## config.mk

```make
export PLATFORM = sky130hd
export DESIGN_NAME = pattern_sched
export DESIGN_NICKNAME = d
export VERILOG_FILES = /design/src/rtl/pattern_sched.sv
export SDC_FILE = /design/constraint.sdc
export NUM_CORES = 1
export LEC_CHECK = 0
export ABC_CLOCK_PERIOD_IN_PS = 2500
export CAP_MARGIN = 30
export CORE_UTILIZATION = 54
export CTS_CLUSTER_DIAMETER = 40
export CTS_CLUSTER_SIZE = 10
export DETAILED_ROUTE_END_ITERATION = 6
export HOLD_SLACK_MARGIN = 0.1
export MAX_ROUTING_LAYER = met4
export PLACE_DENSITY = 0.87
export SYNTH_ARGS = -nofsm -noshare
export SYNTH_HDL_FRONTEND = slang
export SYNTH_SLANG_ARGS = --single-unit
export TNS_END_PERCENT = 5
```

## constraint.sdc

```tcl
create_clock -name clk -period 2.5 [get_ports clk]
set_input_delay 0.5 -clock clk [delete_from_list [all_inputs] [get_ports clk]]
set_output_delay 0.5 -clock clk [all_outputs]
set_load 0.02 [all_outputs]
```

## src/rtl/pattern_sched.sv

```systemverilog
// pattern_sched: time-shared BBCBC sequence detector for NCH serial channels.
// Every channel has a one-symbol holding register and a 3-bit detector
// context. A round-robin arbiter picks one full channel per cycle. The
// shared next-state logic advances that channel's context and reports a
// match through det_o and a saturating per-channel counter.
// Optional build macro: PATTERN_SCHED_FLUSH_EN adds ch_flush_i. That input
// empties a channel's holding register and returns its context to S_RESET.
module pattern_sched #(
  parameter int NCH = 4,
  parameter int CW  = 8
) (
  input  logic              clk,
  input  logic              rst,
  input  logic [NCH-1:0]    ch_valid_i,
  input  logic [NCH-1:0]    ch_d_i,
  output logic [NCH-1:0]    ch_ready_o,
  input  logic              clr_i,
`ifdef PATTERN_SCHED_FLUSH_EN
  input  logic [NCH-1:0]    ch_flush_i,
`endif
  output logic [NCH-1:0]    det_o,
  output logic [NCH*CW-1:0] det_cnt_o,
  output logic              busy_o
);

  localparam int PW = (NCH > 1) ? $clog2(NCH) : 1;

  // Symbol encoding: 0 = B, 1 = C. Codes 6 and 7 are unused and behave as S_RESET.
  typedef enum logic [2:0] {
    S_RESET = 3'd0,
    S_B     = 3'd1,
    S_BB    = 3'd2,
    S_BBC   = 3'd3,
    S_BBCB  = 3'd4,
    S_BBCBC = 3'd5
  } state_t;

  logic [NCH-1:0]         full_q;
  logic [NCH-1:0]         sym_q;
  logic [NCH-1:0]         full_d;
  logic [NCH-1:0]         req;
  logic [NCH-1:0]         grant;
  logic [NCH-1:0]         take;
  logic [NCH-1:0]         flush;
  logic [NCH-1:0]         match;
  logic [NCH-1:0]         det_q;
  logic                   busy_q;
  logic [PW-1:0]          ptr_q;
  logic [PW-1:0]          gnt_idx;
  logic [PW-1:0]          cand;
  logic                   gnt_vld;
  state_t                 ctx_q   [NCH];
  state_t                 ctx_nxt [NCH];
  logic [NCH-1:0][CW-1:0] cnt_q;

`ifdef PATTERN_SCHED_FLUSH_EN
  assign flush = ch_flush_i;
`else
  assign flush = '0;
`endif

  // Overlapping BBCBC matcher, one step for one symbol.
  function automatic state_t next_state(input state_t s, input logic c);
    case (s)
      S_RESET: return c ? S_RESET : S_B;
      S_B:     return c ? S_RESET : S_BB;
      S_BB:    return c ? S_BBC   : S_BB;
      S_BBC:   return c ? S_RESET : S_BBCB;
      S_BBCB:  return c ? S_BBCBC : S_BB;
      S_BBCBC: return c ? S_RESET : S_B;
      default: return c ? S_RESET : S_B;
    endcase
  endfunction

  // A channel being flushed does not take part in arbitration on that edge.
  assign req = full_q & ~flush;

  // Round-robin search. It starts one index past the last grant and wraps modulo NCH.
  always_comb begin
    // NOTE: combinational blocks use blocking '=' and set every output first,
    // so no path through the block leaves a variable unassigned and infers a latch.
    gnt_vld = 1'b0;
    gnt_idx = '0;
    cand    = '0;
    for (int off = 1; off <= NCH; off++) begin
      cand = PW'((int'(ptr_q) + off) % NCH);
      if (!gnt_vld && req[cand]) begin
        gnt_vld = 1'b1;
        gnt_idx = cand;
      end
    end
  end

  // Decode the winning index into a one-hot grant vector.
  always_comb begin
    grant = '0;
    if (gnt_vld) grant[gnt_idx] = 1'b1;
  end

  // A granted register is drained on this edge, so it can also accept a new symbol.
  assign ch_ready_o = ~full_q | grant | flush;
  assign take       = ch_valid_i & ch_ready_o;

  // Next-state values for the holding-register full flags.
  always_comb begin
    full_d = full_q;
    for (int i = 0; i < NCH; i++) begin
      if (flush[i])      full_d[i] = 1'b0;
      else if (take[i])  full_d[i] = 1'b1;
      else if (grant[i]) full_d[i] = 1'b0;
    end
  end

  // Shared next-state engine. Only the granted channel can report a match.
  always_comb begin
    for (int i = 0; i < NCH; i++) begin
      ctx_nxt[i] = next_state(ctx_q[i], sym_q[i]);
      match[i]   = grant[i] && (ctx_nxt[i] == S_BBCBC);
    end
  end

  // Holding registers, arbiter pointer and registered busy flag.
  always_ff @(posedge clk or negedge rst) begin
    if (!rst) begin
      full_q <= '0;
      sym_q  <= '0;
      ptr_q  <= PW'(NCH - 1);
      busy_q <= 1'b0;
    end else begin
      // NOTE: sequential state uses non-blocking '<=' so that every register
      // samples values from before the edge, whatever order the statements run in.
      full_q <= full_d;
      busy_q <= |full_d;
      if (gnt_vld) ptr_q <= gnt_idx;
      for (int i = 0; i < NCH; i++) begin
        if (take[i] && !flush[i]) sym_q[i] <= ch_d_i[i];
      end
    end
  end

  // Per-channel detector contexts and the one-cycle detect pulse.
  always_ff @(posedge clk or negedge rst) begin
    if (!rst) begin
      // NOTE: the contexts are a small array of flops, not a RAM. Resetting them
      // is cheap, and reset is required to discard partial matches.
      for (int i = 0; i < NCH; i++) ctx_q[i] <= S_RESET;
      det_q <= '0;
    end else begin
      for (int i = 0; i < NCH; i++) begin
        if (flush[i])      ctx_q[i] <= S_RESET;
        else if (grant[i]) ctx_q[i] <= ctx_nxt[i];
      end
      det_q <= match;
    end
  end

  // Saturating match counters. A clear wins over a match on the same edge.
  always_ff @(posedge clk or negedge rst) begin
    if (!rst) begin
      cnt_q <= '0;
    end else begin
      for (int i = 0; i < NCH; i++) begin
        if (clr_i)                           cnt_q[i] <= '0;
        else if (match[i] && (~&cnt_q[i]))   cnt_q[i] <= cnt_q[i] + 1'b1;
      end
    end
  end

  assign det_o     = det_q;
  assign det_cnt_o = cnt_q;
  assign busy_o    = busy_q;

endmodule

```

; ---- After elaboration in Yosys (flattened, before gate mapping)
; Index checks and enable logic that the tools add are counted.
[word_totals]
ff_bits = 59
inputBits = 11
output_inout_bits = 41
wordCells = 140
[op_classes]
addsub = 8
order_cmp = 6
eq_ne = 20
n_mux = 59
bitwise_logic = 3
n_reduce_logical = 28
[ops]
columns = operator, n
row1 = $mux W8, 8
row2 = $pmux W3 S4, 4
row3 = $add A8 B1 Y8 const B, 4
row4 = $reduce_and A8 Y1, 4
row5 = $mux W1, 25
row6 = $eq A3 B2 Y1 const B, 8
row7 = $eq A3 B3 Y1 const B, 8
row8 = $mux W3, 8
row9 = $mux W2, 8
row10 = $lt A2 B3 Y1 const B, 5
row11 = $eq A3 B1 Y1 const B, 4
row12 = $logic_and A1 B1 Y1, 12
row13 = $bmux W1 S2, 4
row14 = $reduce_bool A2 Y1, 4
row15 = $logic_not A1 Y1, 7
row16 = $add A2 B1 Y2 const B, 2
row17 = $add A2 B2 Y2 const B, 2
row18 = $and A4 B4 Y4, 1
row19 = $mux W4, 1
row20 = $not A4 Y4, 1
row21 = $or A4 B4 Y4, 1
row22 = $reduce_or A4 Y1, 1
row23 = $demux W1 S2, 1
row24 = $ge A2 B1 Y1 const B, 1

; ---- Logic depth before layout (Yosys ltp)
[depth]
depth_word = 22
depth_mapped = 8

; ---- Least setup slack after synthesis
; OpenSTA, ideal clock, no wires.
[synth_timing]
path_kind = register -> register
startpoint = register ptr_q[1]
endpoint = register busy_q, in the netlist busy_o
arrival_ps = 1921
required_ps = 2362
slack_ps = 441
stages_incl_launch_ff = 6
path_buffers = 1
period_less_slack_ps = 2059
path_cell_list = dfstp_2 > buf_2 > nor2_1 > o21ai_0 > nand2b_1 > or4_1
[synth_between]
elab_chain_len = 22
word_cells_on_any_way = 43
cone_classes = add/sub: 4 / order compare: 2 / mux: 27 / bitwise: 2 / reduce/logical: 8
[synth_rtl]
columns = item, line_no
row1 = from (decl), 48  ; logic [PW-1:0] ptr_q;
row2 = from (signal assigned), 127  ; ptr_q <= PW'(NCH - 1);
row3 = from (signal assigned), 134  ; if (gnt_vld) ptr_q <= gnt_idx;
row4 = $add A2 B1 Y2, 86  ; cand = PW'((int'(ptr_q) + off) % NCH);
row5 = $bmux W1 S2, 87  ; if (!gnt_vld && req[cand]) begin
row6 = $mux W1 (implied by the code), 87
row7 = $mux W1, 87
row8 = $logic_not A1 Y1, 87
row9 = $logic_and A1 B1 Y1, 87
row10 = $mux W1, 87
row11 = $logic_not A1 Y1, 87
row12 = [... 8 more ...], n/a
row13 = $demux W1 S2, 97  ; if (gnt_vld) grant[gnt_idx] = 1'b1;
row14 = $mux W4 (*), 97
row15 = $or A4 B4 Y4 (*), 101  ; assign ch_ready_o = ~full_q | grant | flush;
row16 = named net ch_ready_o[0], 16  ; output logic [NCH-1:0] ch_ready_o,
row17 = $and A4 B4 Y4 (*), 102  ; assign take = ch_valid_i & ch_ready_o;
row18 = $mux W1 (*), 109  ; else if (take[i]) full_d[i] = 1'b1;
row19 = named net full_d[0], 40  ; logic [NCH-1:0] full_d;
row20 = $reduce_or A4 Y1 (*), 133  ; busy_q <= |full_d;
row21 = to (signal assigned), 133
row22 = to (decl), 47  ; logic busy_q;
; Mark *: on every way through the listed nets, which the timed path passes. The rest lies on a longest branch. The select of a mux whose other input is x is not followed.
; A chain may end at the register's enable or synchronous reset.

; ---- Worst setup path in the final report
[layout_timing]
startpoint = register ptr_q[0]
endpoint = output port ch_ready_o[3]
[layout_between]
elab_chain_len = 19
word_cells_on_any_way = 33
cone_classes = add/sub: 4 / order compare: 2 / mux: 19 / bitwise: 1 / reduce/logical: 7
[layout_rtl]
columns = item, line_no
row1 = $add A2 B1 Y2, 86
row2 = $bmux W1 S2, 87
row3 = $mux W1 (implied by the code), 87
row4 = $mux W1, 87
row5 = $logic_not A1 Y1, 87
row6 = $logic_and A1 B1 Y1, 87
row7 = $mux W1, 87
row8 = $logic_not A1 Y1, 87
row9 = [... 3 more ...], n/a
row10 = $logic_and A1 B1 Y1, 87
row11 = $mux W2, 87
row12 = $lt A2 B3 Y1 (implied by the code) or $ge A2 B1 Y1 (tied branches), 97
row13 = $logic_and A1 B1 Y1 (implied by the code), 97
row14 = $mux W1 (implied by the code), 97
row15 = $demux W1 S2, 97
row16 = $mux W4 (*), 97
row17 = $or A4 B4 Y4 (*), 101
row18 = to (decl), 16
; Every way passes the cells marked *; elsewhere a longest branch is shown, timed or not. The select of a mux whose other input is x is not followed.

==> flow_metrics.tcl <==
set metrics [dict create \
    number_of_standard_cells_after_synthesis 354 \
    critical_path.max_stage_delay_ps 660 \
    place_inst 468 \
    top_level_ports 52 \
    worst_hold_path_type "primary input to async pin" \
    insertion_delay_ps 350 \
    final_cells 487 \
    root_buffer "sky130_fd_sc_hd__clkbuf_8" \
    total_power_mw 3.65 \
    setup_viol 0 \
    vias_per_cell 5.95 \
    insertedDiodeCount 0 \
    netSwitchingFraction_pct 37.2 \
    number_of_enable_type_register_cells_in_the_synthesized_netlist 0 \
    post_synth_main_area_contributors "sky130_fd_sc_hd__dfrtp_1, sky130_fd_sc_hd__nor2_1, sky130_fd_sc_hd__o21ai_0" \
    fin_crit_ps 2400 \
    cts.clk_slew.worst_paths_ps 70 \
    worst_clock_skew_ps 7.90 \
    wire_length_of_the_first_global_routing_pass_um 12000 \
    timing.critical_path.fanout_max 13 \
    asyncSetResetFlopFracSynth_pct 100 \
    cts_sinks 59 \
    whs_ps 145 \
    synth-main-ff-cell "sky130_fd_sc_hd__dfrtp_1" \
    post-route-period-util_pct 96.0 \
    proportion_of_synthesized_chip_area_in_sequential_cells_pct 46.0 \
    critPathRequiredTime_ps 2000 \
    tritoncts_clock_tree "done" \
    fp-row-count 27 \
    fin_nets 425 \
    grt_start_max_net_pins 34 \
    internal_power_mw 2.29 \
    detail_route.drc_violations 0 \
    synth_cell_types 54 \
    max-clock-path-buffers 2 \
    tightest_slew_ps 783 \
    dominant_cell_type_by_area_after_synthesis "sky130_fd_sc_hd__dfrtp_1" \
    p_clk_share_pct 27.5 \
    vdd.ir_drop.worst_mv 0.558 \
    fill_cells 428 \
    timing.critical_path.arrival_ps 1900 \
    cts-htree-levels 3 \
    report.final.slew_viol_count 0 \
    run_status "complete, no violations" \
    crit_slowest_cell "sky130_fd_sc_hd__dfstp_2" \
    utilization_pct 72.0 \
    critical_path_capture_point_type "output port" \
    power_switching_mw 1.36 \
    final-hold-violation-count 0 \
    routed_wire_length_per_instance_um 14.7 \
    worst-path-stages 4 \
    pwr-share-seq_pct 39.1 \
    critical_path.cell_chain "nor2b_1, o21ai_0, o211ai_1, dlygate4sd2_1" \
    drt.antenna.violating_nets 0 \
    maxSlewHeadroom_pct 47.7 \
    rr_worst_depth 5 \
    drive_gt1_share_pct 9.64 \
    dp_hpwl_um 4790 \
    placeableCoreArea_um2 5610 \
    die_area_um2 6270 \
    critPathBufInv 1 \
    drt_first_pass_iters 7 \
    power.leakage_nw 1.61 \
    first_iter_violations 170 \
    cpLargestDelayFamily "flip-flops" \
    antenna_found_initial 0 \
    global_route.overflow_total 0 \
    maxCapViolations 0 \
    gp_congestion 0.872 \
    cts_buffers 9 \
    numPortBuffers 51 \
    postRouteWirelength_um 7140 \
    comb_power_share_pct 33.3 \
    vias 2896 \
    area.growth.synth_to_final_pct 25.5 \
    setup-tns-final_ps 0 \
    mappedNetlistNets 369 \
    number_of_global_route_vias_before_repair 2664 \
    track_usage_pct 25.4 \
    yosysWarningCount 0 \
    initial_cell_density_of_the_core_pct 57.4 \
    netlist.area_leader.share_pct 44.3 \
    die_x_um 79.2 \
    powerDensity_nw_per_um2 904 \
    sort_of_element_at_the_start_of_the_critical_path "register" \
    timing_worst_setup_path_type "register to output port" \
    syn_area_per_cell_um2 9.09 \
    timing.fmax_mhz 417 \
    die_h_um 79.2 \
    synth-seq-cells 59 \
    netlist_area_um2 3220 \
]
[placed cells by master, fill, tap and decap left out, types with 6 or more instances in the layout]
| master | instances |
|---|---|
| sky130_fd_sc_hd__nor3_1 | 13 |
| sky130_fd_sc_hd__nor2_1 | 40 |
| sky130_fd_sc_hd__nand2b_1 | 9 |
| sky130_fd_sc_hd__or4_1 | 6 |
| sky130_fd_sc_hd__inv_1 | 13 |
| sky130_fd_sc_hd__clkbuf_8 | 11 |
| sky130_fd_sc_hd__nor2b_1 | 9 |
| sky130_fd_sc_hd__o21ai_0 | 29 |
| sky130_fd_sc_hd__buf_4 | 10 |
| sky130_fd_sc_hd__mux2_2 | 7 |
| sky130_fd_sc_hd__a21oi_1 | 22 |
| sky130_fd_sc_hd__xnor2_1 | 10 |
| sky130_fd_sc_hd__dfrtp_1 | 57 |
| sky130_fd_sc_hd__nand3_1 | 22 |
| sky130_fd_sc_hd__nand2_1 | 23 |
| sky130_fd_sc_hd__clkdlybuf4s50_1 | 46 |
[through the flow]
stage	setup slack [ps]	area [µm²]
after floorplan	441	3220
after global placement	237	3790
after detailed placement	206	3790
after CTS	99.8	4010
final	101	4040
after global routing	-20.1	4040
[path summary, 6_finish.rpt]
| check | slack, ps | to | from |
|---|---|---|---|
| worst max-delay path | 100 | ch_ready_o[3] | ptr_q[0] |
| worst min-delay path | 150 | det_o[2] | rst |
| worst max register to register | 290 | det_cnt_o[3] | ptr_q[1] |
| worst min register to register | 550 | det_cnt_o[4] | det_cnt_o[4] |
| max in group asynchronous | 1970 | ptr_q[0] | rst |
| min in group clk | 550 | det_cnt_o[4] | det_cnt_o[4] |
[cells in the mapped netlist (all sizes together) (3+ instances only)]
cell,instances
nand3,22
inv,13
o211ai,4
mux2,7
nand4,4
a31oi,3
nand2b,9
o41ai,3
nor2b,9
nor4,4
buf,6
nor4b,4
ha,4
nand2,23
xnor2,10
xor2,4
or3,6
dfrtp,57
nor3,13
nor2,40
o21ai,29
o31ai,5
clkbuf,10
or4,6
a21oi,22
[cell type report]
class,count,area [µm²],share of cell area [%]
Clock buffer,11,151,3.75
Clock inverter,5,75.1,1.86
Inverter,13,48.8,1.21
Multi-Input combinational cell,266,1620,40.0
Sequential cell,59,1480,36.6
Tap cell,72,90.1,2.23
Timing Repair Buffer,61,576,14.3
[flip-flops by register name, indices dropped and copies added (netlist names)]
signal,count
sym_q,4
busy_o,1
det_o,4
ptr_q,2
full_q,4
det_cnt_o,32
ctx_q,12
[repair_timing]
| item | 4_1_cts | 5_1_grt |
|---|---|---|
| pin swaps | 0 | 0 |
| cloned | 0 | 0 |
| hold buffers | 0 | 0 |
| gates resized for setup | 4 | 0 |
| endpoints found under the setup margin | 4 | 1 |
| setup buffers | 0 | 3 |
| endpoints found under the hold margin | 0 | 0 |
[power groups by stage]
stage	registers, mW	logic [mW]	clock network (mW)
floorplan	1.28	0.982	0
global placement	1.42	1.15	0
detailed placement	1.44	1.20	0
CTS	1.43	1.17	1.01
global route	1.47	1.36	1.06
finish	1.43	1.22	1.01
[metal layers]
layer	part of all wire (%)	GRT usage, %	wire, µm
met3	5.5	6.09	390
met2	49	38.7	3500
met1	45	32.5	3180
met5	0	-	0
met4	0.94	10.5	67
[cells by family (layout without fill, tap and decap cells)]
kind of cell / after synthesis / after routing / synth area share [%]
adders and majority gates: 4 / 4 / 1.56
buffers and inverters: 29 / 90 / 3.77
AOI/OAI and AO/OA: 87 / 87 / 17.1
DFF: 59 / 59 / 46.0
and+or+nand+nor: 152 / 152 / 24.7
xor gates and xnor gates: 14 / 14 / 3.81
muxes: 9 / 9 / 3.07
No activity file was read; power rests on OpenSTA's default activity.
